--- src/rtl/uart_pkg.sv ---
// Shared definitions for the UART transmitter: state encoding, parity sense
// constants and the legal range of the data-bit width.
package uart_pkg;

  typedef enum logic [2:0] {
    ST_IDLE      = 3'd0,
    ST_START     = 3'd1,
    ST_DATA      = 3'd2,
    ST_PARITY    = 3'd3,
    ST_STOP      = 3'd4,
    ST_BREAK     = 3'd5,
    ST_BREAK_END = 3'd6
  } state_t;

  localparam logic PAR_EVEN = 1'b0;
  localparam logic PAR_ODD  = 1'b1;

  localparam int DATA_BITS_MIN = 5;
  localparam int DATA_BITS_MAX = 9;

  function automatic logic parity_bit(input logic data_xor, input logic odd);
    return data_xor ^ (odd == PAR_ODD);
  endfunction

endpackage

--- src/rtl/uart_baud_cnt.sv ---
// Loadable bit-period counter: counts 0..D-1 while running and strobes
// bit_end on the last clock of each bit. A load restarts the count at 0.
module uart_baud_cnt
  import uart_pkg::*;
#(
  parameter int DIV_W = 16
) (
  input  logic             clk,
  input  logic             rst_n,
  input  logic             load,
  input  logic             run,
  input  logic [DIV_W-1:0] div,
  output logic             bit_end
);

  logic [DIV_W-1:0] div_q;
  logic [DIV_W-1:0] cnt;

  assign bit_end = run && (cnt == div_q - DIV_W'(1));

  always_ff @(posedge clk or negedge rst_n) begin
    if (!rst_n) begin
      div_q <= DIV_W'(1);
      cnt   <= '0;
    end else if (load) begin
      // a divisor of 0 behaves as 1 clock per bit
      div_q <= (div == '0) ? DIV_W'(1) : div;
      cnt   <= '0;
    end else if (run) begin
      cnt <= bit_end ? '0 : cnt + DIV_W'(1);
    end
  end

endmodule

--- src/rtl/uart_tx_frame.sv ---
// UART transmitter with valid/ready input, optional parity and 1/2 stop bits.
// Define UART_TX_BREAK_EN to add the brk_req line-break generator.
module uart_tx_frame
  import uart_pkg::*;
#(
  parameter int DATA_BITS = 8,
  parameter int DIV_W     = 16
) (
  input  logic                 clk,
  input  logic                 rst_n,
  input  logic [DIV_W-1:0]     cfg_div,
  input  logic                 cfg_parity_en,
  input  logic                 cfg_parity_odd,
  input  logic                 cfg_two_stop,
`ifdef UART_TX_BREAK_EN
  input  logic                 brk_req,
`endif
  input  logic                 s_valid,
  output logic                 s_ready,
  input  logic [DATA_BITS-1:0] s_data,
  output logic                 tx,
  output logic                 busy,
  output logic                 frame_done
);

  localparam int IDX_W = $clog2(DATA_BITS);

  if (DATA_BITS < DATA_BITS_MIN || DATA_BITS > DATA_BITS_MAX) begin : g_bad_width
    $error("uart_tx_frame: DATA_BITS out of range");
  end

  state_t               state, state_nxt;
  logic                 brk;
  logic                 accept;
  logic                 bit_end;
  logic                 last_data;
  logic                 last_stop;
  logic                 cnt_load;
  logic                 cnt_run;
  logic [DATA_BITS-1:0] shreg;
  logic [IDX_W-1:0]     bit_idx;
  logic                 par_q;
  logic                 par_en_q;
  logic                 two_stop_q;
  logic                 stop_idx;

`ifdef UART_TX_BREAK_EN
  assign brk = brk_req;
`else
  assign brk = 1'b0;
`endif

  assign last_data  = (bit_idx == IDX_W'(DATA_BITS - 1));
  assign last_stop  = (state == ST_STOP) && bit_end && (!two_stop_q || stop_idx);
  assign frame_done = last_stop;
  // ready on the final stop clock too, so the next start bit follows with no gap
  assign s_ready    = ((state == ST_IDLE) && !brk) || last_stop;
  assign accept     = s_valid && s_ready;
  assign busy       = (state != ST_IDLE);
  assign cnt_load   = accept || ((state == ST_BREAK) && !brk);
  assign cnt_run    = (state != ST_IDLE) && (state != ST_BREAK);

  uart_baud_cnt #(.DIV_W(DIV_W)) u_baud (
    .clk     (clk),
    .rst_n   (rst_n),
    .load    (cnt_load),
    .run     (cnt_run),
    .div     (cfg_div),
    .bit_end (bit_end)
  );

  always_comb begin
    state_nxt = state;
    tx        = 1'b1;
    unique case (state)
      ST_IDLE: begin
        if (accept)   state_nxt = ST_START;
        else if (brk) state_nxt = ST_BREAK;
      end
      ST_START: begin
        tx = 1'b0;
        if (bit_end) state_nxt = ST_DATA;
      end
      ST_DATA: begin
        tx = shreg[0];
        if (bit_end && last_data) state_nxt = par_en_q ? ST_PARITY : ST_STOP;
      end
      ST_PARITY: begin
        tx = par_q;
        if (bit_end) state_nxt = ST_STOP;
      end
      ST_STOP: begin
        if (last_stop) state_nxt = accept ? ST_START : ST_IDLE;
      end
`ifdef UART_TX_BREAK_EN
      ST_BREAK: begin
        tx = 1'b0;
        if (!brk) state_nxt = ST_BREAK_END;
      end
      ST_BREAK_END: begin
        if (bit_end) state_nxt = ST_IDLE;
      end
`endif
      default: state_nxt = ST_IDLE;
    endcase
  end

  always_ff @(posedge clk or negedge rst_n) begin
    if (!rst_n) begin
      state      <= ST_IDLE;
      bit_idx    <= '0;
      stop_idx   <= 1'b0;
      par_en_q   <= 1'b0;
      two_stop_q <= 1'b0;
    end else begin
      state <= state_nxt;
      if (accept) begin
        bit_idx    <= '0;
        stop_idx   <= 1'b0;
        par_en_q   <= cfg_parity_en;
        two_stop_q <= cfg_two_stop;
      end else if (bit_end) begin
        if (state == ST_DATA) bit_idx <= bit_idx + IDX_W'(1);
        if (state == ST_STOP) stop_idx <= 1'b1;
      end
    end
  end

  // character and parity are captured at acceptance; datapath needs no reset
  always_ff @(posedge clk) begin
    if (accept) begin
      shreg <= s_data;
      par_q <= parity_bit(^s_data, cfg_parity_odd);
    end else if (bit_end && (state == ST_DATA)) begin
      shreg <= shreg >> 1;
    end
  end

endmodule

--- config.mk ---
export PLATFORM = sky130hd
export DESIGN_NAME = uart_tx_frame
export DESIGN_NICKNAME = d
export VERILOG_FILES = /design/src/rtl/uart_pkg.sv /design/src/rtl/uart_baud_cnt.sv /design/src/rtl/uart_tx_frame.sv
export SDC_FILE = /design/constraint.sdc
export NUM_CORES = 1
export LEC_CHECK = 0
export ABC_AREA = 1
export ABC_CLOCK_PERIOD_IN_PS = 4250
export CORE_MARGIN = 1.5
export CORE_UTILIZATION = 60
export CTS_BUF_LIST = sky130_fd_sc_hd__clkbuf_8
export DETAILED_ROUTE_END_ITERATION = 6
export PLACE_DENSITY = 0.85
export SETUP_SLACK_MARGIN = 0.2
export SLEW_MARGIN = 15
export SYNTH_ARGS = -nofsm -noshare
export SYNTH_HDL_FRONTEND = slang
export SYNTH_SLANG_ARGS = --single-unit
--- constraint.sdc ---
create_clock -name clk -period 4.25 [get_ports clk]
set_input_delay 0.6375 -clock clk [delete_from_list [all_inputs] [get_ports clk]]
set_output_delay 0.6375 -clock clk [all_outputs]
set_load 0.03 [all_outputs]
; Word-level counts from Yosys, hierarchy flattened
; Index checks and enable logic that the tools add are counted.
[classes]
eq_ne = 13
n_reduce_logical = 23
n_mux = 21
bitwise_logic = 1
add_sub_neg = 3
[ops]
columns = cell, n
row1 = two-way mux 16 bit, 4
row2 = two-way mux 3 bit, 9
row3 = adder 16 x 1 -> 16 bit (second input constant), 1
row4 = equality test 16 bit, 1
row5 = logical NOT 16 bit, 1
row6 = two-way mux 8 bit, 2
row7 = subtractor 16 x 1 -> 16 bit (second input constant), 1
row8 = case mux 3 bit (5 select lines), 1
row9 = inequality test 2 bit (second input constant), 5
row10 = nonzero test 2 bit, 5
row11 = equality test 3 bit (second input constant), 3
row12 = XOR reduction 8 bit, 1
row13 = logical AND 1 bit, 7
row14 = equality test 3 x 2 -> 1 bit (second input constant), 2
row15 = AND reduction 5 bit, 1
row16 = two-way mux 1 bit, 4
row17 = AND reduction 2 bit, 2
row18 = adder 3 x 1 -> 3 bit (second input constant), 1
row19 = equality test 3 x 1 -> 1 bit (second input constant), 1
row20 = logical NOT 3 bit, 1
row21 = logical OR 1 bit, 3
row22 = inequality test 3 bit (second input constant), 1
row23 = case mux 1 bit (3 select lines), 1
row24 = nonzero test 3 bit, 1
row25 = 2 further kinds, 2
[totals]
elab_cells = 70
out_inout_bits = 4
regBits = 50
in_bits = 30

; Longest topological paths before layout
[logic_depth]
ltp_word = 10
depth_mapped = 18
mapped_depth_nobuf = 18

; Modules after synthesis
; A second synthesis with hierarchy kept.
[unflattened]
hier_cells = 493
area_unflattened_um2 = 3474.6
[by_module_without_submodules]
columns = module, cells_each, area_each_um2, seq_area_each_um2, n_inst
row1 = uart_baud_cnt, 353, 2384.8, 802.0, 1
row2 = uart_tx_frame, 140, 1089.8, 495.5, 1

; Least setup slack after synthesis
; OpenSTA, ideal clock, no wires.
[synth_timing]
path_kind = register -> output
from = register u_baud.div_q[0]
to = output frame_done
t_arrival_ps = 2313
stages_incl_launch_ff = 10
path_slack_ps = 1299
required_ps = 3612
n_path_buf = 0
path_cell_list = dfstp_2 -> inv_1 -> ha_1 -> xor2_1 -> nand2_1 -> nor2_1 -> nand4_1 -> nor4_1 -> nand3_1 -> nor3_1
[synth_via]
elab_chain_cells = 5
[synth_rtl]
columns = element, line
row1 = "start, declared", uart_baud_cnt.sv:16  ; logic [DIV_W-1:0] div_q;
row2 = "start signal, assigned", uart_baud_cnt.sv:27  ; div_q <= (div == '0) ? DIV_W'(1) : div;
row3 = subtractor 16 x 1 -> 16 bit, uart_baud_cnt.sv:19  ; assign bit_end = run && (cnt == div_q - DIV_W'(1));
row4 = equality test 16 bit, uart_baud_cnt.sv:19
row5 = logical AND 1 bit, uart_baud_cnt.sv:19
row6 = logical AND 1 bit (2 in a row), uart_tx_frame.sv:54  ; assign last_stop = (state == ST_STOP) && bit_end && (!two_stop_q || stop_idx);
row7 = "end, declared", uart_tx_frame.sv:23  ; output logic frame_done
; Every way passes these cells.

; Worst setup path after layout
; Same ends and word-level chain as after synthesis.

==> flow_metrics.py <==
metrics = {
    "run_status": {
        "status": "completed",
    },
    "clock_tree": {
        "hold_buffers": 0,
        "cts_resized": 0,
        "clk_pin_slew_ns": 0.08,
        "cts_htree_levels": 2,
        "numCtsBuffers": 5,
        "clk_latency_ns": 0.30,
        "cts_tree": "done",
        "clockRootBuffer": "clkbuf_8",
        "cts_setup_buffers": 0,
        "clkSinkCount": 50,
        "clk_path_buf_depth": 2,
    },
    "place": {
        "port-buffer-count": 33,
        "pre_cts_ws_ns": 0.937,
        "hpwl_mm": 6.68,
        "gp_congestion": 0.944,
    },
    "worst_setup_path": {
        "r2r_start": "u_baud.div_q[0]",
        "cp_max_fo": 3,
        "reg2reg_depth": 15,
        "cp-start-kind": "flop",
        "crit-reg2reg-capture": "shreg[3]",
        "r2r_slack_ns": 1.26,
        "cp-end-kind": "output pin",
        "arrival_ns": 3.04,
        "cp-startpoint": "u_baud.div_q[0]",
        "critPathKind": "flop to output pin",
        "cp.required_ns": 3.61,
    },
    "synth": {
        "avgSynthCellArea_um2": 6.95,
        "ys_ff_latch": 50,
        "synth_edf_count": 9,
        "synth_fp_nets": 546,
        "synth_flop_cell": "dfrtp_1",
        "synth_cell_types": 37,
        "ys_top_cells_by_area": "dfrtp_1 (28%), nand2_1 (19%), edfxtp_1 (7.6%)",
        "post-synth-top-area-fraction_pct": 28.1,
        "synth_area_mm2": 0.00356,
        "yosys_warnings": 0,
        "syn_inst": 512,
        "yosysTopAreaCell": "dfrtp_1",
        "synth-async-reset-ratio_pct": 82.0,
        "ys_seq_area_share_pct": 36.4,
    },
    "die": {
        "die_h_um": 80.0,
        "fp-row-count": 27,
        "die-area_mm2": 0.00640,
        "die_x_um": 80.0,
        "fp.coreArea_mm2": 0.00561,
        "start_util_pct": 63.5,
        "pin_count": 34,
    },
    "power_and_ir_drop": {
        "ir_drop_v": 0.000365,
        "p_leak_nw": 2.06,
        "power.density_mw_per_mm2": 590,
    },
    "timing": {
        "relSlewSlack_pct": 37.9,
        "final.setup.tns_ns": 0,
        "tightestPinTransition_ns": 0.932,
        "hold_viol": 0,
        "setup_viol": 0,
        "layout_setup_ws_ns": 0.570,
        "rsz0062_at_grt": "false",
        "period_minus_slack_ns": 3.68,
        "timing.fmax_mhz": 272,
        "finalClockSkew_ns": 0.00785,
        "slew_viol_final": 0,
        "period_share_pct": 86.6,
    },
    "global_route": {
        "antenna_found_initial": 0,
        "grt_overflow_total": 0,
        "first_global_vias": 3312,
        "grt_max_degree": 42,
        "grt_usage_pct": 30.5,
        "grt_pass1_wl_mm": 15.3,
    },
    "drt": {
        "drtIter0Drc": 262,
        "drt_pass1_iterations": 5,
        "num_vias": 3414,
        "drtAntennaViolNets": 0,
        "drc_errors": 0,
        "viasPerCell": 5.59,
        "wl_per_cell_um": 14.8,
        "routed_wl_mm": 9.06,
    },
    "final_layout": {
        "regArea_mm2": 0.00130,
        "n_antenna_cell": 0,
        "layout-drive-gt1-share_pct": 6.86,
        "final_cell_mix": "nand2_1 (182), inv_1 (60), nand3_1 (42)",
        "final_common_cell": "nand2_1",
        "multi_input_area_mm2": 0.00194,
        "fin_nets": 572,
        "areaGrowthSynthToFinish_pct": 12.7,
        "fill_cells": 470,
    },
    "hold_path": {
        "min-delay-path-class": "primary input to async pin",
    },
    "run": {
        "max_cap_violations": 0,
    },
}
==> kinds of logic (layout without fill, tap and decap cells) <==
kind of cell	Yosys count	after routing	synth area share, %
xor gates and xnor gates	30	30	7.38
DFF	50	50	36.5
buffers and inverters	79	106	9.17
AOI/OAI and AO/OA	22	22	4.22
adders and majority gates	4	4	1.41
and+or+nand+nor	327	327	41.4
==> flip-flops by register name, indices dropped and copies added (netlist names) <==
| register | count |
|---|---|
| bit_idx | 3 |
| par_en_q | 1 |
| par_q | 1 |
| shreg | 8 |
| state | 3 |
| stop_idx | 1 |
| two_stop_q | 1 |
| u_baud.cnt | 16 |
| u_baud.div_q | 16 |
==> per-layer routing <==
layer / wire length (µm) / share of wire (%) / vias to the layer above / track usage, %
met3: 639 / 7.1 / 14 / 5.03
met2: 4200 / 46 / 137 / 49.0
met1: 4100 / 45 / 1573 / 42.2
met4: 119 / 1.3 / 0 / 8.97
li1: - / - / 1690 / -
met5: 0 / 0 / - / 0
==> per-stage QoR <==
step / power, mW / area [µm²] / hold slack, ns / utilization [%] / std cells
detailed placement: 2.02 / 3900 / 0.487 / 69.5 / 603
finish: 2.37 / 4010 / 0.475 / 71.5 / 611
global placement: 1.98 / 3900 / 0.486 / 69.5 / 603
CTS: 2.35 / 4010 / 0.496 / 71.5 / 611
global route: 2.57 / 4010 / 0.549 / 71.5 / 611
floorplan: 1.72 / 3560 / 0.342 / - / 512
==> area by class of cell <==
type	instances	share of cell area (%)
Tap cell	72	2.25
Clock buffer	5	1.72
Multi-Input combinational cell	383	48.3
Timing Repair Buffer	35	8.49
Clock inverter	3	1.03
Sequential cell	50	32.4
Inverter	63	5.90
==> where the power goes <==
group,internal (mW),switching (mW),leakage [nW]
registers,0.641,0.152,0.615
clock network,0.173,0.157,0.0556
logic,0.422,0.823,1.39
total,1.24,1.13,2.06
==> how the worst max path moves through the flow <==
stage | end | slack, ns
2_1_floorplan | frame_done | 1.30
3_3_place_gp | frame_done | 0.96
3_5_place_dp | frame_done | 0.94
4_1_cts | frame_done | 0.60
5_1_grt | frame_done | 0.31
6_report | frame_done | 0.57
==> critical path: stages, from the launching register on <==
cell             delay (ns)
dfstp_2                0.55
inv_1                  0.08
ha_1                   0.31
xor2_1                 0.21
nand2_1                0.09
nor2_1                 0.13
nand4_1                0.15
nor4_1                 0.27
nand3_1                0.11
nor3_1                 0.15
clkdlybuf4s50_1        0.70
==> synth_stat cells (4+ instances only) <==
cell        n
xnor2_1    10
inv_1      59
nor2_2      4
xor2_1     20
nand2_1   182
buf_2       5
inv_2       4
nor2_1     39
nor2_4      4
nand3_1    42
dfrtp_1    40
nor4_1     10
nand4_1    27
nor3_1      8
clkbuf_1    7
edfxtp_1    9
o21ai_1     6
ha_1        4
o21ai_2     4
Power figures use the tool's default switching activity.
